**src/rtl/shifter_palette.sv**
```systemverilog
// shifter_palette
//   Colour-lookup stage behind the shifter shift array. Maps the 4-bit pixel
//   index through a 16-entry CPU-loadable palette to 4-bit-per-channel RGB
//   and a monochrome pixel, with resolution-dependent index masking and
//   blanking. Two pixClkEn-gated pipeline stages feed the DAC/scan-doubler.
//
// Ports
//   clk32        in   system clock, all logic on posedge
//   nReset       in   asynchronous active-low reset
//   pixClkEn     in   pixel clock enable (advances both pipeline stages)
//   rez[1:0]     in   0 low, 1 mid, 2/3 high resolution
//   ste          in   1 = STe 4-bit palette, 0 = ST 3-bit palette
//   blank        in   forces black output (pipelined with the index)
//   color_index  in   pixel index from the shift array
//   bus_cs       in   palette register select, held for the whole access
//   bus_rw       in   1 read, 0 write
//   bus_a[3:0]   in   palette entry number (address bits A4..A1)
//   bus_nuds     in   active-low upper byte strobe (bits 11:8)
//   bus_nlds     in   active-low lower byte strobe (bits 7:0)
//   bus_din      in   write data
//   bus_dout     out  read data {4'b0, entry}
//   bus_dtack    out  access acknowledge
//   r, g, b      out  4-bit colour channels
//   mono         out  high-res pixel, 1 = white
module shifter_palette (
  input  logic        clk32,
  input  logic        nReset,
  input  logic        pixClkEn,
  input  logic [1:0]  rez,
  input  logic        ste,
  input  logic        blank,
  input  logic [3:0]  color_index,
  input  logic        bus_cs,
  input  logic        bus_rw,
  input  logic [3:0]  bus_a,
  input  logic        bus_nuds,
  input  logic        bus_nlds,
  input  logic [15:0] bus_din,
  output logic [15:0] bus_dout,
  output logic        bus_dtack,
  output logic [3:0]  r,
  output logic [3:0]  g,
  output logic [3:0]  b,
  output logic        mono
);

  // Nibble as stored -> 4-bit DAC level. STe keeps its LSB in bit 3;
  // ST replicates bit 2 into the LSB so full scale still reaches $F.
  function automatic logic [3:0] nib(input logic [3:0] x, input logic ste_m);
    return ste_m ? {x[2:0], x[3]} : {x[2:0], x[2]};
  endfunction

  logic [11:0] pal_q [16];

  logic        bus_cs_q;
  logic [15:0] bus_dout_q;
  logic        bus_dtack_q, bus_dtack_d;

  logic [3:0]  idx_q;
  logic        blank_q;
  logic [1:0]  rez_q;

  logic [3:0]  r_q, g_q, b_q, r_d, g_d, b_d;
  logic        mono_q, mono_d;

  logic        start;
  logic        wr_en;
  logic [11:0] wr_data;
  logic [3:0]  entry_sel;
  logic [11:0] entry;
  logic        mono_pix;

  // Upper data bits have no storage behind them.
  logic unused_din;
  assign unused_din = ^bus_din[15:12];

  // An access starts on the first edge that sees bus_cs high; the stored
  // copy of bus_cs guarantees a single write per select assertion.
  assign start       = bus_cs & ~bus_cs_q;
  assign wr_en       = start & ~bus_rw;
  assign wr_data     = ste ? bus_din[11:0] : (bus_din[11:0] & 12'h777);
  assign bus_dtack_d = bus_cs & bus_cs_q;

  always_ff @(posedge clk32 or negedge nReset) begin
    if (!nReset) begin
      for (int i = 0; i < 16; i++) pal_q[i] <= '0;
    end else if (wr_en) begin
      if (!bus_nuds) pal_q[bus_a][11:8] <= wr_data[11:8];
      if (!bus_nlds) pal_q[bus_a][7:0]  <= wr_data[7:0];
    end
  end

  always_ff @(posedge clk32 or negedge nReset) begin
    if (!nReset) begin
      bus_cs_q    <= 1'b0;
      bus_dout_q  <= '0;
      bus_dtack_q <= 1'b0;
    end else begin
      bus_cs_q    <= bus_cs;
      bus_dtack_q <= bus_dtack_d;
      if (start) bus_dout_q <= {4'h0, pal_q[bus_a]};
    end
  end

  // Stage-2 decode works only from stage-1 registers, so a rez change can
  // never mix modes within one pixel. It reads pal_q before any write on the
  // same edge lands, giving the pre-write colour on a collision.
  always_comb begin
    entry_sel = 4'h0;
    case (rez_q)
      2'd0:    entry_sel = idx_q;
      2'd1:    entry_sel = {2'b00, idx_q[1:0]};
      default: entry_sel = 4'h0;
    endcase
    entry    = pal_q[entry_sel];
    mono_pix = idx_q[0] ^ pal_q[0][0];

    r_d    = 4'h0;
    g_d    = 4'h0;
    b_d    = 4'h0;
    mono_d = 1'b0;
    if (!blank_q) begin
      if (rez_q[1]) begin
        mono_d = mono_pix;
        r_d    = {4{mono_pix}};
        g_d    = {4{mono_pix}};
        b_d    = {4{mono_pix}};
      end else begin
        r_d = nib(entry[11:8], ste);
        g_d = nib(entry[7:4], ste);
        b_d = nib(entry[3:0], ste);
      end
    end
  end

  always_ff @(posedge clk32 or negedge nReset) begin
    if (!nReset) begin
      idx_q   <= '0;
      blank_q <= 1'b0;
      rez_q   <= '0;
      r_q     <= '0;
      g_q     <= '0;
      b_q     <= '0;
      mono_q  <= 1'b0;
    end else if (pixClkEn) begin
      idx_q   <= color_index;
      blank_q <= blank;
      rez_q   <= rez;
      r_q     <= r_d;
      g_q     <= g_d;
      b_q     <= b_d;
      mono_q  <= mono_d;
    end
  end

  assign bus_dout  = bus_dout_q;
  assign bus_dtack = bus_dtack_q;
  assign r         = r_q;
  assign g         = g_q;
  assign b         = b_q;
  assign mono      = mono_q;

endmodule

```
**config.mk**
```make
export PLATFORM = sky130hd
export DESIGN_NAME = shifter_palette
export DESIGN_NICKNAME = d
export VERILOG_FILES = /design/src/rtl/shifter_palette.sv
export SDC_FILE = /design/constraint.sdc
export NUM_CORES = 1
export LEC_CHECK = 0
export ABC_AREA = 1
export BUFFER_PORTS_ARGS = -buffer_cell sky130_fd_sc_hd__buf_4
export CORE_MARGIN = 2
export CORE_UTILIZATION = 30
export CTS_BUF_LIST = sky130_fd_sc_hd__clkbuf_4 sky130_fd_sc_hd__clkbuf_8 sky130_fd_sc_hd__clkbuf_16
export DETAILED_ROUTE_END_ITERATION = 10
export PLACE_DENSITY = 0.51
export SLEW_MARGIN = 20
export SYNTH_ARGS = -nofsm -noshare
export SYNTH_HDL_FRONTEND = slang
export SYNTH_SLANG_ARGS = --single-unit
```
**constraint.sdc**
```tcl
create_clock -name clk32 -period 1.6 [get_ports clk32]
set_clock_uncertainty 0.05 [all_clocks]
set_input_delay 0.08 -clock clk32 [delete_from_list [all_inputs] [get_ports clk32]]
set_output_delay 0.08 -clock clk32 [all_outputs]
set_load 0.01 [all_outputs]
```
==> reports/metrics.yaml <==
run_status:
  status: "finished, violations left"
  violations: "hold timing, setup timing"
synthesis:
  seq_area_frac_synth_pct: 49.4
  ys_ff_latch: 226
  syn_area_sq_um: 11500
  synth_cell_types: 25
  synth.area.top_cells: "dfrtp_1 49%, nand2_1 17%, nand3_1 8.6%"
  async_reset_ff_share_pct: 100
  synth_warnings: 0
  syn_area_per_cell_sq_um: 7.78
  synthCells: 1472
  synth_top_area_share_pct: 49.4
  synth_edf_count: 0
  yosysTopAreaCell: "dfrtp_1"
  synthFlopType: "dfrtp_1"
cells_and_area:
  fin_area_sq_um: 16300
  drive_above_1_share_pct: 30.0
  antennaDiodeCount: 0
  area_growth_pct: 42.4
  nNetsFinal: 1658
placed_design:
  dp_slack_ns: -0.202
  hpwl_microns: 30200
  place_area_sq_um: 13200
  place_congestion: 0.909
  io_buffers: 56
route:
  vias: 11700
  drt-vias-per-instance: 5.44
  ant_nets: 0
  wl_per_cell_microns: 21.9
  dr.first_iter.drc_count: 1152
  routed_wl_microns: 47200
  drt_pass1_iterations: 6
  route.detailed.drc: 0
setup_path:
  end_kind: "flip-flop"
  path_buf_inv: 2
  critPathArrivalTime_ns: 2.14
  cp_max_fo: 8
  crit_path_max_incr_delay_ns: 0.40
  critPathLaunchType: "flip-flop"
  cp.required_ns: 1.94
  cp_top_family: "simple AND/OR/NAND/NOR gates"
  cp_cell_sequence: "nor2_4 > nand2_4 > nor2_4 > buf_12 > buf_12 > nand2_8 > nand2_1 > o21ai_0"
  critPathSlowestCell: "dfrtp_1"
  path_class: "flip-flop to flip-flop"
clock_tree:
  clock_latency_ns: 0.54
  cts_htree_levels: 1
  cts_tree: "built"
  clkSinkCount: 226
  clk_path_buf_depth: 3
  root_buffer: "clkbuf_16"
  path_clk_slew_ns: 0.06
  cts_made_buffers: 27
global_route:
  antenna_found_initial: 0
  overflow: 0
  grt_pass1_vias: 10900
  grt_pass1_wl_microns: 68800
  grt_max_degree: 47
  grtUsageTotal_pct: 22.9
floorplan:
  io_pins: 65
  core_area_sq_um: 37700
  die_w_microns: 199
  fp.dieH_microns: 199
  initial_utilization_pct: 30.4
  num_rows: 71
  dieArea_sq_um: 39800
power:
  ir_worst_vdd_v: 0.000741
  power.density_nw_per_um2: 1040
  p_leak_uw: 0.00724
timing:
  hold_viol: 2
  holdWs_ns: -0.0134
  setup_viol: 148
  fin_crit_ns: 1.80
  fmax_mhz: 555
  rsz0062_at_grt: "true"
  report.final.slew_viol_count: 0
  maxSlewHeadroom_pct: 23.1
  worst_pin_slew_ns: 1.15
  post-route-period-util_pct: 113
  worst_slack_ns: -0.201
hold_path:
  hold_path_class: "input pin to flip-flop"
flow_run:
  cap_violations: 0
## metal layers
layer	vias up	track usage, %	wire length (microns)
met2	528	36.3	21700
met4	0	7.11	1730
met5	-	0.639	0
met3	116	4.00	3680
met1	5774	31.9	20100
li1	5312	-	-
## flip-flops by register name, indices dropped and copies added (netlist names)
| register | cells |
|---|---|
| mono | 1 |
| idx_q | 4 |
| blank_q | 1 |
| g | 4 |
| b | 4 |
| bus_cs_q | 1 |
| bus_dtack | 1 |
| pal_q | 192 |
| bus_dout | 12 |
| r | 4 |
| rez_q | 2 |
## where the power goes
part           switching, uW  total [uW]  internal (uW)  leakage, uW
logic                   1790        3070           1280      0.00367
clock network           2570        7290           4710     0.000521
registers                498        6680           6180      0.00305
total                   4860       17000          12200      0.00724
## through the flow
step / instances / TNS (ns) / hold WS [ns] / util, % / power (uW)
2_1_floorplan: 1475 / 0 / -0.266 / - / 7880
3_3_place_gp: 2042 / -3.94 / -0.0725 / 35.0 / 9140
3_5_place_dp: 2042 / -5.95 / -0.0750 / 35.0 / 9160
4_1_cts: 2143 / -1.39 / 0.0118 / 40.7 / 16800
5_1_grt: 2155 / -21.70 / 0.0148 / 43.3 / 17700
6_report: 2155 / -15.88 / -0.0134 / 43.3 / 17000
## what timing repair did
| action | in CTS | in global routing |
|---|---|---|
| hold endpoints to repair | 314 | 2 |
| buffers inserted | 16 | 4 |
| pin swaps | 54 | 43 |
| gates resized for setup | 114 | 264 |
| hold buffers | 30 | 1 |
| cloned | 5 | 10 |
| endpoints found under the setup margin | 141 | 152 |
## synth_stat cells, types with 10 or more instances
master and n:
a21oi_1 21, a22oi_1 96, a31oi_1 12, buf_2 48, buf_4 10, clkbuf_1 36
dfrtp_1 226, inv_1 30, nand2_1 505, nand2_2 13, nand3_1 196, nor2_1 46
o21ai_0 196, o21ai_1 12
## area by class of cell
class,count,area (sq um)
multi-input cells,1117,6450
clock inverters,19,329
fillers,3682,21400
inverters,39,154
repair buffers,212,2350
well taps,511,639
flip-flops and latches,226,5660
clock buffers,31,731
## placed cells by master (no fill, tap or decap), types with 31 or more instances in the layout
cell type / n
clkbuf_16: 31
nand3_2: 78
nand2_4: 35
nor2_1: 44
o21ai_0: 129
nand2_1: 401
dfrtp_1: 225
nand2_2: 74
buf_4: 123
nand3_1: 113
o21ai_1: 53
a22oi_1: 96
buf_12: 35
## worst paths after layout
| check | startpoint | end | slack, ns | cells past startpoint |
|---|---|---|---|---|
| min in group asynchronous | nReset | pal_q[190]$_DFFE_PN0P_ | 0.13 | 3 |
| worst min-delay path | bus_nuds | pal_q[179]$_DFFE_PN0P_ | -0.01 | 5 |
| worst max-delay path | bus_cs_q$_DFF_PN0_ | pal_q[61]$_DFFE_PN0P_ | -0.20 | 8 |
| worst max register to register | bus_cs_q$_DFF_PN0_ | pal_q[61]$_DFFE_PN0P_ | -0.20 | 8 |
| worst min register to register | blank_q$_DFFE_PN0P_ | mono$_DFFE_PN0P_ | 0.45 | 1 |
| max in group asynchronous | nReset | pal_q[136]$_DFFE_PN0P_ | 1.07 | 3 |
## logic make-up after synthesis
| kind of cell | Yosys count | share of synthesized area, % |
|---|---|---|
| AO/OA/AOI/OAI | 339 | 17.1 |
| buffers and inverters | 138 | 5.44 |
| flip-flops | 226 | 49.4 |
| other | 1 | 0.0327 |
| AND/OR/NAND/NOR | 767 | 28.0 |
| XOR/XNOR | 1 | 0.0765 |
## worst reg2reg max path, delay by kind of cell (launching register included)
kind / cells / cell delay [ns]
AO/OA/AOI/OAI: 1 / 0.07
buffers and inverters: 2 / 0.37
flip-flops: 1 / 0.40
AND/OR/NAND/NOR: 5 / 0.75
Power figures use the tool's default switching activity.
